**config.mk**
```make
export PLATFORM = sky130hd
export DESIGN_NAME = ram_req_tag_router
export DESIGN_NICKNAME = d
export VERILOG_FILES = /design/src/rtl/ram_req_tag_router.sv
export SDC_FILE = /design/constraint.sdc
export NUM_CORES = 1
export LEC_CHECK = 0
export ABC_CLOCK_PERIOD_IN_PS = 4400
export CELL_PAD_IN_SITES_DETAIL_PLACEMENT = 1
export CELL_PAD_IN_SITES_GLOBAL_PLACEMENT = 1
export CORE_ASPECT_RATIO = 1.75
export CORE_MARGIN = 2
export CORE_UTILIZATION = 34
export CTS_BUF_LIST = sky130_fd_sc_hd__clkbuf_8
export DETAILED_ROUTE_END_ITERATION = 12
export GPL_ROUTABILITY_DRIVEN = 0
export PLACE_DENSITY_LB_ADDON = 0.3
export SYNTH_ARGS = -nofsm -noshare
export SYNTH_HDL_FRONTEND = slang
export SYNTH_SLANG_ARGS = --single-unit
```
**constraint.sdc**
```tcl
create_clock -name iCLK -period 4.4 [get_ports iCLK]
set_input_delay 0.88 -clock iCLK [delete_from_list [all_inputs] [get_ports iCLK]]
set_output_delay 0.88 -clock iCLK [all_outputs]
set_load 0.02 [all_outputs]
```
**src/rtl/ram_req_tag_router.sv**
```systemverilog
// Round-robin merge of N RAM request ports into one stream, with an
// in-order read-tag FIFO that steers returned data to its requester.
module ram_req_tag_router #(
    parameter int pChannels     = 4,
    parameter int pRamDqWidth   = 8,
    parameter int pRamAdrsWidth = 19,
    parameter int pTagDepth     = 16,
    localparam int lpIdWidth    = (pChannels > 1) ? $clog2(pChannels) : 1,
    localparam int lpCntWidth   = $clog2(pTagDepth) + 1,
    localparam int lpPtrWidth   = (pTagDepth > 1) ? $clog2(pTagDepth) : 1
) (
    input  logic                               iCLK,
    input  logic                               iRST,
    input  logic [pChannels-1:0]               iChReq,
    input  logic [pChannels-1:0]               iChCmd,
    input  logic [pChannels*pRamAdrsWidth-1:0] iChAdrs,
    input  logic [pChannels*pRamDqWidth-1:0]   iChWd,
    output logic [pChannels-1:0]               oChGnt,
    output logic                               oVd,
    output logic                               oCmd,
    output logic [pRamAdrsWidth-1:0]           oAdrs,
    output logic [pRamDqWidth-1:0]             oWd,
    input  logic                               iRdy,
    input  logic [pRamDqWidth-1:0]             iMemRd,
    input  logic                               iMemRVd,
    output logic [pRamDqWidth-1:0]             oRd,
    output logic [pChannels-1:0]               oChRVd,
    output logic [lpCntWidth-1:0]              oTagCnt,
    output logic                               oTagFull,
    output logic                               oErr
);

    logic                     vd_q, vd_d;
    logic                     cmd_q;
    logic [pRamAdrsWidth-1:0] adrs_q;
    logic [pRamDqWidth-1:0]   wd_q;
    logic [pRamDqWidth-1:0]   rd_q;
    logic [pChannels-1:0]     chrvd_q, chrvd_d;
    logic [lpCntWidth-1:0]    cnt_q, cnt_d;
    logic                     err_q;
    logic [lpIdWidth-1:0]     ptr_q, ptr_d;
    logic [lpPtrWidth-1:0]    wptr_q, rptr_q;
    logic [lpIdWidth-1:0]     tag_q [pTagDepth];

    logic                     full, pop, push, load_ok, tag_ok, found;
    logic [pChannels-1:0]     elig, gnt;
    logic [lpIdWidth-1:0]     gnt_id, idx_id, pop_id;
    int                       idx;

    assign full    = (cnt_q == lpCntWidth'(pTagDepth));
    assign pop     = iMemRVd & (cnt_q != '0);
    assign load_ok = ~vd_q | iRdy;
    // A pop in this cycle frees a slot, so a read may push into a full FIFO.
    assign tag_ok  = ~full | pop;
    assign elig    = iChReq & (~iChCmd | {pChannels{tag_ok}});
    assign pop_id  = tag_q[rptr_q];

    always_comb begin
        gnt    = '0;
        gnt_id = '0;
        idx_id = '0;
        idx    = 0;
        found  = 1'b0;
        if (iRST && load_ok) begin
            for (int i = 0; i < pChannels; i++) begin
                idx    = (int'(ptr_q) + i) % pChannels;
                idx_id = lpIdWidth'(idx);
                if (!found && elig[idx_id]) begin
                    found  = 1'b1;
                    gnt_id = idx_id;
                end
            end
        end
        if (found) gnt[gnt_id] = 1'b1;
    end

    assign push = found & iChCmd[gnt_id];

    always_comb begin
        ptr_d = ptr_q;
        if (found)
            ptr_d = (gnt_id == lpIdWidth'(pChannels - 1)) ? '0
                  : gnt_id + lpIdWidth'(1);
        vd_d = vd_q;
        if (found)     vd_d = 1'b1;
        else if (iRdy) vd_d = 1'b0;
        cnt_d = cnt_q;
        if (push && !pop)      cnt_d = cnt_q + lpCntWidth'(1);
        else if (!push && pop) cnt_d = cnt_q - lpCntWidth'(1);
        chrvd_d = '0;
        if (pop) chrvd_d[pop_id] = 1'b1;
    end

    always_ff @(posedge iCLK) begin
        if (!iRST) begin
            vd_q    <= 1'b0;
            cmd_q   <= 1'b0;
            adrs_q  <= '0;
            wd_q    <= '0;
            rd_q    <= '0;
            chrvd_q <= '0;
            cnt_q   <= '0;
            err_q   <= 1'b0;
            ptr_q   <= '0;
            wptr_q  <= '0;
            rptr_q  <= '0;
        end else begin
            vd_q    <= vd_d;
            ptr_q   <= ptr_d;
            cnt_q   <= cnt_d;
            chrvd_q <= chrvd_d;
            if (found) begin
                cmd_q  <= iChCmd[gnt_id];
                adrs_q <= iChAdrs[gnt_id*pRamAdrsWidth +: pRamAdrsWidth];
                wd_q   <= iChWd[gnt_id*pRamDqWidth +: pRamDqWidth];
            end
            if (push)
                wptr_q <= (wptr_q == lpPtrWidth'(pTagDepth - 1)) ? '0
                        : wptr_q + lpPtrWidth'(1);
            if (pop) begin
                rd_q   <= iMemRd;
                rptr_q <= (rptr_q == lpPtrWidth'(pTagDepth - 1)) ? '0
                        : rptr_q + lpPtrWidth'(1);
            end
            if (iMemRVd && !pop) err_q <= 1'b1;
        end
    end

    always_ff @(posedge iCLK) begin
        if (push) tag_q[wptr_q] <= gnt_id;
    end

    assign oChGnt   = gnt;
    assign oVd      = vd_q;
    assign oCmd     = cmd_q;
    assign oAdrs    = adrs_q;
    assign oWd      = wd_q;
    assign oRd      = rd_q;
    assign oChRVd   = chrvd_q;
    assign oTagCnt  = cnt_q;
    assign oTagFull = full;
    assign oErr     = err_q;

endmodule

```
==> results of run 1 <==
area by class of cell:
type                            count  area share (%)
Sequential cell                    93            30.7
Inverter                            9           0.475
Multi-Input combinational cell    364            34.3
Tap cell                          177            3.11
Clock inverter                      6            1.09
Clock buffer                       10            1.94
Timing Repair Buffer              209            28.4
logic make-up (layout without fill, tap and decap cells):
family / after synthesis / in the layout / share of synthesized area [%]
adders and majority gates: 14 / 14 / 3.80
buffers and inverters: 42 / 234 / 4.50
AOI/OAI and AO/OA: 127 / 127 / 19.2
xor gates and xnor gates: 5 / 5 / 0.910
muxes: 23 / 23 / 7.39
and+or+nand+nor: 195 / 195 / 18.9
DFF: 93 / 93 / 45.4
timing repair:
action                     4_1_cts  5_1_grt
setup buffers                    0        4
pin swaps                        0        1
setup endpoints to repair        1        4
resized for setup                1        3
state kept, by name, summed over array words and instances, names as in the netlist, named ones only:
register	flops
tag_q	32
rptr_q	4
oCmd	1
oAdrs	19
oChRVd	4
wptr_q	4
oErr	1
oVd	1
oRd	8
ptr_q	2
oTagCnt	5
oWd	8
metrics by stage:
step	hold slack (ns)	TNS (ns)	cell area [um^2]	worst slack, ns	std cells
4_1_cts	0.474	0	7060	0.0217	864
2_1_floorplan	0.459	0	4810	0.482	499
3_3_place_gp	0.443	0	6840	0.0702	848
3_5_place_dp	0.455	-0.0599	6840	-0.0599	848
6_report	0.472	0	7110	0.0583	868
5_1_grt	0.493	-0.0774	7110	-0.0536	868
final timing paths:
| check | from | endpoint | cells past startpoint |
|---|---|---|---|
| worst min-delay path | oWd[0]$_SDFFE_PN0P_ | oWd[0]$_SDFFE_PN0P_ | 1 |
| worst max-delay path | iMemRVd | oChGnt[0] | 10 |
| worst min register to register | oWd[0]$_SDFFE_PN0P_ | oWd[0]$_SDFFE_PN0P_ | 1 |
| worst max register to register | oTagCnt[1]$_SDFFE_PN0P_ | oTagCnt[4]$_SDFFE_PN0P_ | 14 |
critical path, delay by kind of cell:
family                     cells  cell delay, ns
AOI/OAI and AO/OA              3            0.64
adders and majority gates      1            0.15
buffers and inverters          4            1.36
and+or+nand+nor                2            0.44
report_power, final:
group	total [mW]	switching, mW	internal, mW
combinational	1.31	0.671	0.643
sequential	1.13	0.111	1.02
clock	0.631	0.340	0.291
total	3.07	1.12	1.95
layer usage:
metal	routed length (um)	GRT usage, %	vias up	share of wire [%]
li1	-	-	2165	-
met4	535	8.10	0	3.4
met2	8800	39.7	139	56
met3	823	5.74	35	5.2
met1	5580	20.8	2202	35
met5	0	0	-	0
cells in the final DEF, fill, tap and decap left out, types with 9 or more instances in the layout:
cell type        instances
nand3_1                 13
edfxtp_1                32
mux4_2                  10
a32o_1                  12
nand2_1                119
buf_4                   30
a211o_1                 16
clkbuf_8                10
dfxtp_1                 61
a21oi_1                 49
clkdlybuf4s50_1        178
o21ai_0                  9
a21boi_0                11
mux2i_1                 13
ha_1                    13
and2_1                  18
and3_1                  13
==> impl_metrics.ini, run 1 <==
[global_routing]
grtUsageTotal_pct = 20.9
grt_first_pass_wirelength_um = 24700
grt-ovfl-total = 0
grt_pass1_vias = 5024
grt_antenna_before_repair = 0
grt_start_max_net_pins = 45

[floorplan]
pin_count = 180
start_util_pct = 34.8
die_x_um = 93.9
die_h_um = 161
dieArea_mm2 = 0.0152
fp-row-count = 57
coreArea_mm2 = 0.0138

[cts]
h-tree-depth = 3
clock_latency_ns = 0.37
clk_pin_slew_ns = 0.10
cts-root-buf = clkbuf_8
clock_sinks = 93
clockBufferDepth = 2
cts_tree = done
numCtsBuffers = 9
hold_buffers = 0

[run]
cap_violations = 0

[critical_path]
critPathRequiredTime_ns = 3.52
cpMaxStageDelayCell = clkdlybuf4s50_1
cpMostUsedCell = clkdlybuf4s50_1
cp.arrival_ns = 3.46
r2r_slack_ns = 0.50
endpoint_kind = output pin
path_cells = clkdlybuf4s50_1 > nand3b_1 > o21ai_4 > buf_4 > o311ai_4 > o211a_4 > inv_2 > ha_1 > and2_1 > clkdlybuf4s50_1
crit_type = primary input to output pin
critPathLaunchType = primary input
crit_path_max_fanout = 6
cpPeakStageDelay_ns = 0.60

[synthesis]
synth_async_sr_flop_share_pct = 0
synth_commonest_cells = nand2_1 (119), dfxtp_1 (61), a21oi_1 (49)
synth_top_area_share_pct = 25.4
synthMostInstantiatedCell = nand2_1
yosys_most_used_dff = dfxtp_1
ys_types = 57
synth-edff-count = 32
ys_warn_count = 0
seq_area_frac_synth_pct = 45.4
syn-num-nets = 641
yosys-top-cells-area = dfxtp_1 (25%), edfxtp_1 (20%), nand2_1 (9.3%)
synth.largest_area_cell = dfxtp_1
syn-cell-area_mm2 = 0.00481
synth.avg_cell_area_um2 = 9.64
syn_inst = 499
yosys_register_bits = 93

[finish]
utilization_pct = 51.4
multi_input_area_mm2 = 0.00244
nets = 828
antennaDiodeCount = 0
drive_gt1_share_pct = 10.6
area_growth_pct = 47.8
ff_latch_area_mm2 = 0.00218
nFillCells = 1589

[drt]
wl_per_cell_um = 18.1
post-route-drc-count = 0
drt_first_iter_violations = 205
drt-total-wl_um = 15700
route.vias.total = 4541
dr.pass1.iters = 4
detail-route-antenna-nets = 0
viasPerCell = 5.23

[timing]
maxSlewViolCount = 0
tightest_slew_ns = 0.805
clock_skew_ns = 0.0141
max_freq_mhz = 230
setup_violations = 0
period_minus_slack_ns = 4.34
post-route-period-util_pct = 98.7
hold_violations = 0
max-slew-margin-rel_pct = 46.3

[place]
io_buffers = 179
dp_hpwl_um = 12000

[hold_path]
min_path_type = flip-flop to flip-flop

[pwr]
p_total_mw = 3.07
peakVddDrop_mv = 0.218
power_leakage_nw = 2.82
powerDensity_mw_per_mm2 = 432

[run_status]
status = completed
(Power assumes the default switching activity.)
==> run 2, diff against run 1 <==
--- a/config.mk
+++ b/config.mk
@@ -10,11 +10,12 @@
 export CELL_PAD_IN_SITES_GLOBAL_PLACEMENT = 1
 export CORE_ASPECT_RATIO = 1.75
 export CORE_MARGIN = 2
-export CORE_UTILIZATION = 34
+export CORE_UTILIZATION = 23
 export CTS_BUF_LIST = sky130_fd_sc_hd__clkbuf_8
 export DETAILED_ROUTE_END_ITERATION = 12
 export GPL_ROUTABILITY_DRIVEN = 0
 export PLACE_DENSITY_LB_ADDON = 0.3
+export SKIP_LAST_GASP = 1
 export SYNTH_ARGS = -nofsm -noshare
 export SYNTH_HDL_FRONTEND = slang
 export SYNTH_SLANG_ARGS = --single-unit
==> run 2 against run 1 <==
Compared with the run above:
- largest power group unchanged
- wire length grew 6.0%
- critical path depth is the same
- highest routed layer unchanged
- non-clock buffer count shrank 3
==> impl_metrics.ini, run 2 (synthesis gave the netlist of run 1 again) <==
[cts]
clockBufferDepth = 2
clock_latency_ns = 0.39
clock_sinks = 93
cts_tree = done
numCtsBuffers = 9
cts-root-buf = clkbuf_8
h-tree-depth = 3
clk_pin_slew_ns = 0.11

[timing]
hold_violations = 0
maxSlewViolCount = 0
finalSetupTns_ns = 0
max-slew-margin-rel_pct = 46.6
setup_ws_ns = 0.258
rsz0062_at_grt = false
max_freq_mhz = 241
post-route-period-util_pct = 94.1
clock_skew_ns = 0.0171
setup_violations = 0
period_minus_slack_ns = 4.14
fin_hold_ws_ns = 0.477
tightest_slew_ns = 0.801

[critical_path]
critPathRequiredTime_ns = 3.52
r2r_start = oTagCnt[0]$_SDFFE_PN0P_
cpPeakStageDelay_ns = 0.49
cpMostUsedCell = buf_4
endpoint_kind = output pin
crit_type = primary input to output pin
cpMaxStageDelayCell = clkdlybuf4s50_1
crit_path_max_fanout = 13
critical_path_buf_inv_count = 4
cp.arrival_ns = 3.26
path_cells = clkdlybuf4s50_1 > nand3b_1 > o221ai_2 > o32ai_1 > buf_4 > nor3_4 > buf_4 > ha_1 > and2_1 > dlygate4sd2_1
cp-startpoint = iMemRVd
critPathLaunchType = primary input
critPathTopFamily = buffers and inverters

[global_routing]
grt_pass1_vias = 5027
grtUsageTotal_pct = 15.2
grt_start_max_net_pins = 44
grt-ovfl-total = 0
grt_antenna_before_repair = 0
grt_first_pass_wirelength_um = 26200

[pwr]
power_frac_clock_pct = 20.9
p_int_mw = 1.92
switching_share_pct = 37.5
peakVddDrop_mv = 0.192
power_frac_seq_pct = 37.1
power.combinational.fraction_pct = 42.0
power_leakage_nw = 2.83
p_total_mw = 3.08
switchingPower_mw = 1.16
powerDensity_mw_per_mm2 = 429

[finish]
largest_register_ffs = 32
final_common_cell = clkdlybuf4s50_1
mostFrequentLayoutCells = clkdlybuf4s50_1 (175), nand2_1 (119), dfxtp_1 (61)
utilization_pct = 34.6
area_growth_pct = 49.3
largest_register = tag_q
antennaDiodeCount = 0
nets = 825
postLayoutCellArea_mm2 = 0.00718
drive_gt1_share_pct = 10.2
finalNonFillerCells = 940

[drt]
detail-route-antenna-nets = 0
post-route-drc-count = 0
viasPerCell = 4.75
wl_per_cell_um = 17.7
route.vias.total = 4468
dr.pass1.iters = 4
drt_first_iter_violations = 108
drt-total-wl_um = 16700

[run_status]
status = completed

[floorplan]
coreArea_mm2 = 0.0208
pin_count = 180
dieArea_mm2 = 0.0221
fp-row-count = 70
start_util_pct = 23.2
die_x_um = 113
die_h_um = 195

[place]
post-place-ws_ns = -0.118
place_inst = 924
placed_area_mm2 = 0.00694
io_buffers = 179
dp_hpwl_um = 13100

[hold_path]
min-delay-start = oWd[1]$_SDFFE_PN0P_
min_path_type = flip-flop to flip-flop

[run]
cap_violations = 0
run 2: cell count changes in the layout (fill, tap and decap cells not counted), sizes merged:
cell / previous run / this run
buf: 30 / 27
dlymetal6s2s: 1 / 2
dlygate4sd2: 0 / 2
clkbuf: 10 / 9
inv: 13 / 14
clkdlybuf4s50: 178 / 175
run 2: final cells by class:
class                           count  area, um^2
Tap cell                          252         315
Clock buffer                        9         124
Clock inverter                      7        88.8
Timing Repair Buffer              206        2000
Multi-Input combinational cell    364        2440
Sequential cell                    93        2180
Inverter                            9        33.8
Fill cell                        2369       13600
run 2: power by group through the flow:
stage	Combinational (mW)	Sequential, mW	Clock, mW
2_1_floorplan	0.666	1.23	0
3_3_place_gp	1.26	1.15	0
3_5_place_dp	1.30	1.16	0
4_1_cts	1.31	1.15	0.678
5_1_grt	1.41	1.17	0.700
6_report	1.29	1.14	0.643
run 2: worst paths after layout:
check | to | depth (start not counted) | slack [ns]
hold / removal | oWd[1]$_SDFFE_PN0P_ | 1 | 0.48
setup / recovery | oChGnt[1] | 10 | 0.26
hold reg to reg | oWd[1]$_SDFFE_PN0P_ | 1 | 0.48
setup reg to reg | oTagCnt[4]$_SDFFE_PN0P_ | 16 | 0.40
run 2: what timing repair did:
action                     in CTS  in global routing
setup endpoints to repair       4                  2
buffers inserted                0                  0
hold buffers                    0                  0
gates resized for setup         3                  4
run 2: worst reg2reg max path: cells and delay by family (launching register included):
family / cells / cell delay, ns
DFF: 1 / 0.41
adders and majority gates: 2 / 0.60
xor gates and xnor gates: 1 / 0.10
buffers and inverters: 3 / 0.37
AOI/OAI and AO/OA: 6 / 1.09
and+or+nand+nor: 4 / 1.36
run 2: routing by layer:
| metal | vias to the layer above | wire, um | track usage, % |
|---|---|---|---|
| li1 | 2170 | - | - |
| met1 | 2126 | 5690 | 13.7 |
| met2 | 146 | 9490 | 30.7 |
| met3 | 26 | 1070 | 4.66 |
| met4 | 0 | 427 | 5.69 |
| met5 | - | 0 | 0 |
==> run 3, diff against run 2 <==
--- a/config.mk
+++ b/config.mk
@@ -5,12 +5,12 @@
 export SDC_FILE = /design/constraint.sdc
 export NUM_CORES = 1
 export LEC_CHECK = 0
-export ABC_CLOCK_PERIOD_IN_PS = 4400
+export ABC_CLOCK_PERIOD_IN_PS = 3900
 export CELL_PAD_IN_SITES_DETAIL_PLACEMENT = 1
 export CELL_PAD_IN_SITES_GLOBAL_PLACEMENT = 1
 export CORE_ASPECT_RATIO = 1.75
 export CORE_MARGIN = 2
-export CORE_UTILIZATION = 23
+export CORE_UTILIZATION = 28
 export CTS_BUF_LIST = sky130_fd_sc_hd__clkbuf_8
 export DETAILED_ROUTE_END_ITERATION = 12
 export GPL_ROUTABILITY_DRIVEN = 0
==> constraint.sdc (replaced) <==
create_clock -name iCLK -period 3.9 [get_ports iCLK]
set_input_delay 0.78 -clock iCLK [delete_from_list [all_inputs] [get_ports iCLK]]
set_output_delay 0.78 -clock iCLK [all_outputs]
set_load 0.02 [all_outputs]
==> run 3 against run 2 <==
Compared with the run above:
- clock skew is 0.0012 ns lower
- via count grew 2.8%
- utilization increased by 9.1 points
- largest cell class unchanged
==> impl_metrics.ini, run 3 (synthesis gave the netlist of run 1 again) <==
[critical_path]
crit_path_max_fanout = 6
cpMaxStageDelayCell = clkdlybuf4s50_1
cp.arrival_ns = 2.98
r2r_slack_ns = 0.21
path_cells = clkdlybuf4s50_1 > nand3b_1 > o21ai_4 > and4_4 > o211a_4 > inv_2 > ha_1 > and2_1 > clkdlybuf4s15_1
endpoint_kind = output pin
critPathRequiredTime_ns = 3.12
r2r_end = oTagCnt[4]$_SDFFE_PN0P_
rr_worst_depth = 15
crit_type = primary input to output pin
r2r_start = oTagCnt[0]$_SDFFE_PN0P_
critPathLaunchType = primary input
cpPeakStageDelay_ns = 0.48

[drt]
drt_first_iter_violations = 121
drt-total-wl_um = 16600
detail-route-antenna-nets = 0
post-route-drc-count = 0
dr.pass1.iters = 4
viasPerCell = 4.91
wl_per_cell_um = 17.8
route.vias.total = 4592

[finish]
nFillCells = 1983
largest_register_ffs = 32
antennaDiodeCount = 0
largest_register = tag_q
mostFrequentLayoutCells = clkdlybuf4s50_1 (174), nand2_1 (119), dfxtp_1 (60)
area_growth_pct = 53.2
utilization_pct = 43.7
nets = 845
final_common_cell = clkdlybuf4s50_1
drive_gt1_share_pct = 14.3

[global_routing]
grt_start_max_net_pins = 34
grtUsageTotal_pct = 18.5
grt_pass1_vias = 5121
grt_most_used_layer = met2
grt_use_met1_pct = 19.1
grt_antenna_before_repair = 0
met2_usage_pct = 34.9
met3_usage_pct = 4.69
grt_first_pass_wirelength_um = 26000
grt-ovfl-total = 0

[hold_path]
min_path_type = flip-flop to flip-flop
min_to = oRd[3]$_SDFFE_PN0N_
hold_depth = 2
min-delay-start = oRd[3]$_SDFFE_PN0N_

[timing]
clock_skew_ns = 0.0159
post-route-period-util_pct = 96.5
max-slew-margin-rel_pct = 64.3
rsz0062_at_grt = true
fin_hold_ws_ns = 0.468
setup_violations = 0
max_freq_mhz = 266
tightest_slew_ns = 0.535
maxSlewViolCount = 0
hold_violations = 0
period_minus_slack_ns = 3.76

[pwr]
power_frac_seq_pct = 35.3
peakVddDrop_mv = 0.188
p_int_mw = 2.28
switching_share_pct = 36.4
power_leakage_nw = 2.91
powerDensity_mw_per_mm2 = 485
power_frac_clock_pct = 19.7
power.combinational.fraction_pct = 45.0
switchingPower_mw = 1.30

[cts]
numCtsBuffers = 9
h-tree-depth = 3
cts_tree = done
clock_latency_ns = 0.37
cts-root-buf = clkbuf_8
clk_pin_slew_ns = 0.09
hold_buffers = 0
clock_sinks = 93
clockBufferDepth = 2

[place]
io_buffers = 179
dp_hpwl_um = 12700

[floorplan]
coreArea_mm2 = 0.0169
dieArea_mm2 = 0.0183
fp-row-count = 63
die_h_um = 177
die_x_um = 103
start_util_pct = 28.5
pin_count = 180

[run]
cap_violations = 0

[run_status]
status = completed
## run 3: cell count changes in the layout (fill, tap and decap cells not counted), sizes merged, moves of 2 or more
cell	previous run	this run
clkbuf	9	13
clkdlybuf4s15	0	2
buf	27	47
inv	14	11
dlymetal6s2s	2	0
## run 3: cell type report
class / count / area (um^2) / area share, %
clock inverters: 5 / 66.3 / 0.900
inverters: 9 / 33.8 / 0.458
well taps: 227 / 284 / 3.85
repair buffers: 226 / 2150 / 29.1
multi-input cells: 364 / 2500 / 34.0
flip-flops and latches: 93 / 2180 / 29.6
clock buffers: 11 / 151 / 2.05
## run 3: worst max-delay path: cells and delay by family
kind	cells	cell delay, ns
buffers and inverters	3	0.83
AO/OA/AOI/OAI	2	0.55
AND/OR/NAND/NOR	3	0.65
adder cells (fa/ha/maj)	1	0.18
## run 3: what timing repair did
item | CTS | global route
hold endpoints to repair | 0 | 0
resized for setup | 9 | 19
buffers inserted | 0 | 2
pin swaps | 1 | 6
endpoints found under the setup margin | 5 | 6
## run 3: worst max path at each step
| stage | from | to | slack, ns | cells past startpoint |
|---|---|---|---|---|
| after global placement | iMemRVd | oTagCnt[4]$_SDFFE_PN0P_ | -0.26 | 16 |
| after detailed placement | iMemRVd | oTagCnt[4]$_SDFFE_PN0P_ | -0.42 | 16 |
| after floorplan | oTagCnt[1]$_SDFFE_PN0P_ | oTagCnt[4]$_SDFFE_PN0P_ | 0.01 | 17 |
| after global routing | iChCmd[0] | oTagCnt[4]$_SDFFE_PN0P_ | -0.09 | 15 |
| final | iChCmd[0] | oChGnt[1] | 0.14 | 9 |
| after CTS | iChCmd[0] | oChGnt[0] | 0.02 | 11 |
## run 3: metal layers
metal | share of wire (%) | vias up
li1 | - | 2203
met1 | 36 | 2209
met2 | 55 | 155
met3 | 6.1 | 25
met4 | 2.5 | 0
met5 | 0 | -
## run 3: metrics by stage
stage,std cells,cell area [um^2],total power [mW],TNS (ns),setup slack [ns]
finish,935,7370,3.58,0,0.135
global route,935,7370,3.80,-0.0927,-0.0858
CTS,933,7300,3.60,0,0.0247
detailed placement,917,7060,2.86,-1.64,-0.425
global placement,917,7060,2.81,-1.01,-0.256
floorplan,499,4820,2.14,0,0.0109
## run 3: power by group through the flow
stage                     logic [mW]  clock network, mW  registers (mW)
final                           1.61              0.706            1.26
after global routing            1.75              0.763            1.28
after CTS                       1.59              0.739            1.26
after detailed placement        1.58                  0            1.29
after global placement          1.54                  0            1.28
after floorplan                0.753                  0            1.39
